File: src/rtl/rs_alu.sv
// Reservation station for the integer ALU: holds issued ops until both
// operands resolve, then dispatches the lowest ready entry each cycle.
module rs_alu #(
  parameter int RS_SIZE    = 8,
  parameter int OP_WIDTH   = 7,
  parameter int VAL_WIDTH  = 32,
  parameter int ID_WIDTH   = 4,
  parameter int ADDR_WIDTH = 32
) (
  input  logic                  clk,
  input  logic                  rst_in,
  input  logic                  rdy_in,
  input  logic                  flush,
  input  logic                  issue_valid,
  input  logic [OP_WIDTH-1:0]   issue_op,
  input  logic [ID_WIDTH-1:0]   issue_entry,
  input  logic [ADDR_WIDTH-1:0] issue_pc,
  input  logic [VAL_WIDTH-1:0]  issue_vj,
  input  logic [VAL_WIDTH-1:0]  issue_vk,
  input  logic [ID_WIDTH-1:0]   issue_qj,
  input  logic [ID_WIDTH-1:0]   issue_qk,
  input  logic                  issue_j_busy,
  input  logic                  issue_k_busy,
  input  logic                  alu_ready,
  input  logic [ID_WIDTH-1:0]   alu_entry,
  input  logic [VAL_WIDTH-1:0]  alu_val,
  input  logic                  lsb_ready,
  input  logic [ID_WIDTH-1:0]   lsb_entry,
  input  logic [VAL_WIDTH-1:0]  lsb_val,
  output logic                  rs_full,
  output logic                  execute,
  output logic [OP_WIDTH-1:0]   type_out,
  output logic [VAL_WIDTH-1:0]  val1,
  output logic [VAL_WIDTH-1:0]  val2,
  output logic [ID_WIDTH-1:0]   entry,
  output logic [ADDR_WIDTH-1:0] nowPC
);

  localparam int IW = (RS_SIZE > 1) ? $clog2(RS_SIZE) : 1;

  typedef struct packed {
    logic                  busy;
    logic [OP_WIDTH-1:0]   op;
    logic [VAL_WIDTH-1:0]  vj;
    logic [VAL_WIDTH-1:0]  vk;
    logic [ID_WIDTH-1:0]   qj;
    logic [ID_WIDTH-1:0]   qk;
    logic                  jb;
    logic                  kb;
    logic [ID_WIDTH-1:0]   tag;
    logic [ADDR_WIDTH-1:0] pc;
  } ent_t;

  ent_t [RS_SIZE-1:0] ent_q;
  ent_t [RS_SIZE-1:0] ent_d;

  logic                  exec_q, exec_d;
  logic [OP_WIDTH-1:0]   type_q, type_d;
  logic [VAL_WIDTH-1:0]  val1_q, val1_d;
  logic [VAL_WIDTH-1:0]  val2_q, val2_d;
  logic [ID_WIDTH-1:0]   tag_q, tag_d;
  logic [ADDR_WIDTH-1:0] pc_q, pc_d;

  logic [RS_SIZE-1:0] busy_v;
  logic               free_ok;
  logic [IW-1:0]      free_idx;
  logic               sel_ok;
  logic [IW-1:0]      sel_idx;

  // Returns {still_pending, value}; ALU broadcast wins over LSB.
  function automatic logic [VAL_WIDTH:0] opnd(
    input logic                 pend,
    input logic [ID_WIDTH-1:0]  q,
    input logic [VAL_WIDTH-1:0] v,
    input logic                 ar,
    input logic [ID_WIDTH-1:0]  ae,
    input logic [VAL_WIDTH-1:0] av,
    input logic                 lr,
    input logic [ID_WIDTH-1:0]  le,
    input logic [VAL_WIDTH-1:0] lv
  );
    logic [VAL_WIDTH:0] r;
    r = {pend, v};
    if (pend && ar && (q == ae)) begin
      r = {1'b0, av};
    end else if (pend && lr && (q == le)) begin
      r = {1'b0, lv};
    end
    return r;
  endfunction

  always_comb begin
    busy_v   = '0;
    free_ok  = 1'b0;
    free_idx = '0;
    sel_ok   = 1'b0;
    sel_idx  = '0;
    for (int i = 0; i < RS_SIZE; i++) begin
      busy_v[i] = ent_q[i].busy;
      if (!ent_q[i].busy && !free_ok) begin
        free_ok  = 1'b1;
        free_idx = IW'(i);
      end
      if (ent_q[i].busy && !ent_q[i].jb &&
          !ent_q[i].kb && !sel_ok) begin
        sel_ok  = 1'b1;
        sel_idx = IW'(i);
      end
    end
  end

  assign rs_full = &busy_v;

  always_comb begin
    ent_d  = ent_q;
    exec_d = 1'b0;
    type_d = type_q;
    val1_d = val1_q;
    val2_d = val2_q;
    tag_d  = tag_q;
    pc_d   = pc_q;
    if (flush) begin
      for (int i = 0; i < RS_SIZE; i++) begin
        ent_d[i].busy = 1'b0;
      end
    end else begin
      for (int i = 0; i < RS_SIZE; i++) begin
        if (ent_q[i].busy) begin
          {ent_d[i].jb, ent_d[i].vj} = opnd(
            ent_q[i].jb, ent_q[i].qj, ent_q[i].vj,
            alu_ready, alu_entry, alu_val,
            lsb_ready, lsb_entry, lsb_val);
          {ent_d[i].kb, ent_d[i].vk} = opnd(
            ent_q[i].kb, ent_q[i].qk, ent_q[i].vk,
            alu_ready, alu_entry, alu_val,
            lsb_ready, lsb_entry, lsb_val);
        end
      end
      if (sel_ok) begin
        exec_d = 1'b1;
        type_d = ent_q[sel_idx].op;
        val1_d = ent_q[sel_idx].vj;
        val2_d = ent_q[sel_idx].vk;
        tag_d  = ent_q[sel_idx].tag;
        pc_d   = ent_q[sel_idx].pc;
        ent_d[sel_idx].busy = 1'b0;
      end
      // Issue targets a free slot, so it never collides with dispatch.
      if (issue_valid && !rs_full && free_ok) begin
        ent_d[free_idx].busy = 1'b1;
        ent_d[free_idx].op   = issue_op;
        ent_d[free_idx].qj   = issue_qj;
        ent_d[free_idx].qk   = issue_qk;
        ent_d[free_idx].tag  = issue_entry;
        ent_d[free_idx].pc   = issue_pc;
        {ent_d[free_idx].jb, ent_d[free_idx].vj} = opnd(
          issue_j_busy, issue_qj, issue_vj,
          alu_ready, alu_entry, alu_val,
          lsb_ready, lsb_entry, lsb_val);
        {ent_d[free_idx].kb, ent_d[free_idx].vk} = opnd(
          issue_k_busy, issue_qk, issue_vk,
          alu_ready, alu_entry, alu_val,
          lsb_ready, lsb_entry, lsb_val);
      end
    end
  end

  always_ff @(posedge clk or posedge rst_in) begin
    if (rst_in) begin
      ent_q  <= '0;
      exec_q <= 1'b0;
      type_q <= '0;
      val1_q <= '0;
      val2_q <= '0;
      tag_q  <= '0;
      pc_q   <= '0;
    end else if (rdy_in) begin
      ent_q  <= ent_d;
      exec_q <= exec_d;
      type_q <= type_d;
      val1_q <= val1_d;
      val2_q <= val2_d;
      tag_q  <= tag_d;
      pc_q   <= pc_d;
    end
  end

  assign execute  = exec_q;
  assign type_out = type_q;
  assign val1     = val1_q;
  assign val2     = val2_q;
  assign entry    = tag_q;
  assign nowPC    = pc_q;

endmodule
File: config.mk
export PLATFORM = sky130hd
export DESIGN_NAME = rs_alu
export DESIGN_NICKNAME = d
export VERILOG_FILES = /design/src/rtl/rs_alu.sv
export SDC_FILE = /design/constraint.sdc
export NUM_CORES = 2
export LEC_CHECK = 0
export BUFFER_PORTS_ARGS = -buffer_cell sky130_fd_sc_hd__buf_2
export CAP_MARGIN = 10
export CORE_ASPECT_RATIO = 1.5
export CORE_MARGIN = 3
export CORE_UTILIZATION = 50
export CTS_CLUSTER_SIZE = 12
export DETAILED_ROUTE_END_ITERATION = 10
export GPL_TIMING_DRIVEN = 0
export PLACE_DENSITY = 0.64
export SLEW_MARGIN = 40
export SYNTH_ARGS = -nofsm -noshare
export SYNTH_HDL_FRONTEND = slang
export SYNTH_SLANG_ARGS = --single-unit
File: constraint.sdc
create_clock -name clk -period 79 [get_ports clk]
set_input_delay 3.95 -clock clk [delete_from_list [all_inputs] [get_ports clk]]
set_output_delay 3.95 -clock clk [all_outputs]
set_load 0.05 [all_outputs]
Word level (Yosys, flattened, before mapping)
Cells that the tools add are included.
{"block": "classes", "n_eq_ne": 36, "reduce_logical": 146, "n_lt_le_gt_ge": 4, "mux": 150, "bitwise_logic": 1}
{"operator": "$bwmux W944", "count": 11}
{"operator": "$demux W118 S3", "count": 11}
{"operator": "$mux W944", "count": 3}
{"operator": "$mux W33", "count": 40}
{"operator": "$mux W64", "count": 16}
{"operator": "$bmux W118 S3", "count": 1}
{"operator": "$mux W118", "count": 2}
{"operator": "$mux W117", "count": 2}
{"operator": "$eq A4 B4 Y1", "count": 36}
{"operator": "$mux W110", "count": 1}
{"operator": "$logic_and A1 B1 Y1", "count": 106}
{"operator": "$mux W78", "count": 1}
{"operator": "$mux W46", "count": 1}
{"operator": "$mux W42", "count": 1}
{"operator": "$mux W38", "count": 1}
{"operator": "$logic_not A1 Y1", "count": 37}
{"operator": "$mux W37", "count": 1}
{"operator": "$mux W3", "count": 12}
{"operator": "$mux W36", "count": 1}
{"operator": "$mux W2", "count": 16}
{"operator": "$mux W32", "count": 1}
{"operator": "$mux W1", "count": 28}
{"operator": "$lt A3 B4 Y1 const B", "count": 2}
{"operator": "$reduce_and A8 Y1", "count": 1}
{"operator": "4 further kinds", "count": 5}
{"block": "totals", "in_bits": 196, "out_inout_bits": 109, "word_cells": 423, "register_bits": 1052}

Depth between registers and ports, before layout
{"block": "logic_depth", "word_depth": 44, "mapped_depth": 12}

Least setup slack after synthesis
No wires, ideal clock.
{"block": "synth_path", "kind": "input-to-reg", "from": "input alu_entry[3]", "to": "register ent_q[285] (netlist name)", "arrival_ns": 5.834, "path_buffers": 3, "cell_stages": 9, "path_slack_ns": 73.042, "path_cell_list": "buf_2 buf_4 xor2_1 nor3_1 nand4_1 and3b_1 nor3_2 buf_2 mux2_2"}
{"block": "synth_via", "elab_chain_len": 19}
{"item": "from (decl)", "line": "25", "source": "input logic [ID_WIDTH-1:0] alu_entry,"}
{"item": "$eq A4 B4 Y1", "line": "84", "source": "if (pend && ar && (q == ae)) begin"}
{"item": "$logic_and A1 B1 Y1", "line": "84"}
{"item": "$mux W33", "line": "84"}
{"item": "$mux W64", "line": "128", "source": "if (ent_q[i].busy) begin"}
{"item": "$mux W64", "line": "122", "source": "if (flush) begin"}
{"item": "$bwmux W944", "line": "146", "source": "ent_d[sel_idx].busy = 1'b0;"}
{"item": "$mux W944", "line": "139", "source": "if (sel_ok) begin"}
{"item": "$mux W944", "line": "122"}
{"item": "$bwmux W944", "line": "150", "source": "ent_d[free_idx].busy = 1'b1;"}
{"item": "$bwmux W944", "line": "151", "source": "ent_d[free_idx].op = issue_op;"}
{"item": "$bwmux W944", "line": "152", "source": "ent_d[free_idx].qj = issue_qj;"}
{"item": "$bwmux W944", "line": "153", "source": "ent_d[free_idx].qk = issue_qk;"}
{"item": "$bwmux W944", "line": "154", "source": "ent_d[free_idx].tag = issue_entry;"}
{"item": "$bwmux W944", "line": "155", "source": "ent_d[free_idx].pc = issue_pc;"}
{"item": "$bwmux W944 (2 in series)", "line": "156", "source": "{ent_d[free_idx].jb, ent_d[free_idx].vj} = opnd("}
{"item": "$bwmux W944 (2 in series)", "line": "160", "source": "{ent_d[free_idx].kb, ent_d[free_idx].vk} = opnd("}
{"item": "$mux W944 (*)", "line": "149", "source": "if (issue_valid && !rs_full && free_ok) begin"}
{"item": "to (signal assigned)", "line": "178", "source": "ent_q <= ent_d;"}
{"item": "to (decl)", "line": "54", "source": "ent_t [RS_SIZE-1:0] ent_q;"}
Every way passes the cells marked *; elsewhere a longest branch is shown, timed or not. The select of a mux whose other input is x is not followed.
A chain may end at the register's enable or synchronous reset.

Final worst setup path
{"block": "layout_path", "from": "input alu_ready", "to": "register ent_q[778] (netlist name)"}
{"block": "layout_via", "elab_chain_len": 19}
{"item": "from (decl)", "line": "24", "source": "input logic alu_ready,"}
{"item": "$logic_and A1 B1 Y1 (2 in series)", "line": "84"}
{"item": "$mux W33", "line": "84"}
{"item": "$mux W64", "line": "128"}
{"item": "$mux W64", "line": "122"}
{"item": "$bwmux W944", "line": "146"}
{"item": "$mux W944", "line": "139"}
{"item": "$mux W944", "line": "122"}
{"item": "$bwmux W944", "line": "150"}
{"item": "$bwmux W944", "line": "151"}
{"item": "$bwmux W944", "line": "152"}
{"item": "$bwmux W944", "line": "153"}
{"item": "$bwmux W944", "line": "154"}
{"item": "$bwmux W944", "line": "155"}
{"item": "$bwmux W944 (2 in series)", "line": "156"}
{"item": "$bwmux W944 (2 in series)", "line": "160"}
{"item": "$mux W944 (*)", "line": "149"}
Marks and branches as above.

==> qor.yml <==
route:
  routed-via-count: 56187
  wirelength_um: 305000
  post-route-drc-count: 0
  avgViaCountPerCell: 7.32
  wl_per_cell_um: 39.7
  drt_iter0_drc: 8814
  first_pass_iters: 8
  postRouteAntennaNets: 0
timing:
  slew_viol_final: 0
  fin_setup_tns_ps: 0
  setup_violations: 0
  finalHoldViolCount: 0
  fin_crit_ps: 7400
  worst_slack_ps: 71600
  worst_pin_slew_ps: 1020
  fin_crit_sh_pct: 9.36
  rsz0062_at_grt: "no"
  maxSlewHeadroom_pct: 31.7
  finClkSkew_ps: 35.1
  max_freq_mhz: 135
floorplan:
  pin_count: 305
  rows: 148
  core_area_um2: 109000
  die_h_um: 412
  die_area_um2: 114000
  start_util_pct: 50.5
  die_w_um: 277
hold_path:
  hold_class: "register to register"
  holdCritStartpoint: "ent_q[5]"
final_layout:
  n_fill_cell: 9917
  nNetsFinal: 6349
  drive_gt1_share_pct: 15.2
  area_growth_pct: 13.6
clocking:
  clk_latency_ps: 780
  ctsResizeCount: 0
  cts-root-buf: "clkbuf_16"
  cts.reportedPaths.clkPinSlew_ps: 60
  h-tree-depth: 3
  cts_setup_buffers: 0
  tritoncts: "built"
  holdBufCountCts: 0
  cts_buffers: 107
  cts_sinks: 1052
  clockBufferDepth: 3
pwr:
  power_frac_seq_pct: 42.8
  fin_total_pwr_mw: 1.63
  pwr-share-clk_pct: 31.9
  power.leakage_nw: 29.7
  ir_drop_mv: 0.0237
  p_int_mw: 1.03
  power_switching_mw: 0.598
  power_density_nw_per_um2: 26.1
  power_frac_comb_pct: 25.3
  swShare_pct: 36.7
yosys:
  synth.area.mux_share_pct: 12.1
  synth-compound-area-share_pct: 23.0
  yosysSeqAreaShare_pct: 48.0
  synth.distinct_cells: 60
  ys_seq_elements: 1052
  synth.avg_cell_area_um2: 9.48
  synth-xor-area-share_pct: 1.91
  yosys.area_share.adder_pct: 0
  synth_edf_count: 0
  synth_top_family_by_area: "compound AO/OA/AOI/OAI gates"
  synthArstFlopShare_pct: 100
  synth_nets: 5984
  ys.flop_type: "dfrtp_1"
  yosysWarningCount: 0
  synthSimpleGateAreaFrac_pct: 9.86
  synth_top_area_share_pct: 48.0
  yosys.area.top_type: "dfrtp_1"
  synthTopCellsByArea: "dfrtp_1 (48%), mux2i_1 (7.9%), nand2_1 (7.1%), o22ai_1 (6.8%), a21oi_1 (4.9%)"
  syn_area_um2: 54900
  syn_inst: 5788
worst_setup_path:
  cp_max_fo: 10
  cp_data_required_time_ps: 79690
  r2r-start: "ent_q[272]"
  path_class: "input pin to register"
  start_kind: "input pin"
  crit_start: "alu_ready"
  worstSetupEndpointType: "register"
  cp.arrival_ps: 8080
place:
  post-dp-hpwl_um: 214000
  place_ws_ps: 71260
  portBuffers: 224
  place_congestion: 1.06
grt:
  grt_pass1_wl_um: 419000
  overflow: 0
  grt_antenna_before_repair: 29
  grt_max_degree: 76
  grt_usage_pct: 52.1
  grt_pass1_vias: 54836
job:
  cap_violations: 0
status:
  status: "finished clean"
-- state kept, by name (all words and copies together) (netlist names) --
name,flops
type_out,7
nowPC,32
val1,32
busy_v,8
execute,1
ent_q,936
val2,32
entry,4
-- synthesized netlist by cell type (5+ instances only) --
master	n
mux2_2	208
and4_1	10
o32a_1	98
nand2_1	1042
inv_1	33
buf_2	74
clkbuf_1	478
buf_6	15
o21ai_0	98
a21oi_1	532
a22oi_1	231
o221ai_1	111
and2_1	6
nand2b_1	11
nand4_1	23
buf_1	63
o21ai_1	124
a221o_1	64
xor2_1	86
nor3_1	24
o2bb2ai_1	32
o31ai_1	19
a22o_1	5
dfrtp_1	1052
buf_4	11
o22ai_1	593
nor2_1	170
o22a_1	9
a31oi_1	6
mux2i_1	432
nand3_1	22
nor4_1	9
xnor2_1	34
-- layer usage --
layer / vias to the layer above / global-route usage, % / share of wire [%]
li1: 21987 / - / -
met1: 27532 / 57.8 / 33
met2: 4962 / 76.8 / 42
met3: 1698 / 17.7 / 12
met4: 8 / 52.2 / 13
met5: - / 0.726 / 0.029
-- path summary, 6_finish.rpt --
check                      cells after the start  slack (ps)         end
setup / recovery                               7       71600  ent_q[778]
hold / removal                                 2         470    ent_q[5]
setup reg to reg                              10       74560    nowPC[3]
hold reg to reg                                2         470    ent_q[5]
max in group asynchronous                      9       73080  ent_q[217]
min in group asynchronous                      2        3120  ent_q[481]
-- power groups by stage --
| stage | Clock [mW] | Sequential (mW) | Combinational [mW] |
|---|---|---|---|
| finish | 0.520 | 0.697 | 0.411 |
| global route | 0.535 | 0.703 | 0.430 |
| CTS | 0.516 | 0.692 | 0.402 |
| detailed placement | 0 | 0.701 | 0.400 |
| global placement | 0 | 0.703 | 0.390 |
| floorplan | 0 | 0.780 | 0.178 |
-- logic make-up (layout without fill, tap and decap cells) --
| group | after synthesis | count (layout) |
|---|---|---|
| compound gates | 1952 | 1952 |
| other cells | 0 | 29 |
| simple gates | 1347 | 1347 |
| buf+inv | 677 | 1113 |
| xor+xnor | 120 | 120 |
| flops | 1052 | 1052 |
| mux | 640 | 640 |
-- layout make-up --
class	count	area (um^2)	area share, %
flip-flops and latches	1052	26300	42.2
multi-input cells	4059	26000	41.7
clock buffers	161	3060	4.91
plain buffers	641	2870	4.61
well taps	1425	1780	2.86
repair buffers	256	1770	2.84
clock inverters	19	314	0.504
inverters	36	143	0.229
diodes	29	72.6	0.116
-- through the flow --
stage	hold WS (ps)	instance area, um^2	util, %	cells
global placement	457	57800	53.2	7437
finish	474	62300	57.3	7678
global route	490	62300	57.3	7654
floorplan	445	54900	-	5788
detailed placement	462	58800	54.1	7466
CTS	476	62200	57.2	7646
-- cells in the final DEF (no fill, tap or decap), types with 164 or more instances in the layout --
cell      synthesis  routed
clkbuf_1        478     347
a22oi_1         231     231
nand2_1        1042    1039
a21oi_1         532     507
clkbuf_2          0     167
dfrtp_1        1052    1052
mux2i_1         432     431
nor2_1          170     164
buf_2            74     309
mux2_2          208     208
o22ai_1         593     593
-- critical path: stages --
cell	delay, ps
clkbuf_1	380
buf_1	590
nand4_1	940
nand2_1	920
clkbuf_1	700
o22ai_1	310
a21oi_1	260
No activity file was read; power rests on OpenSTA's default activity.
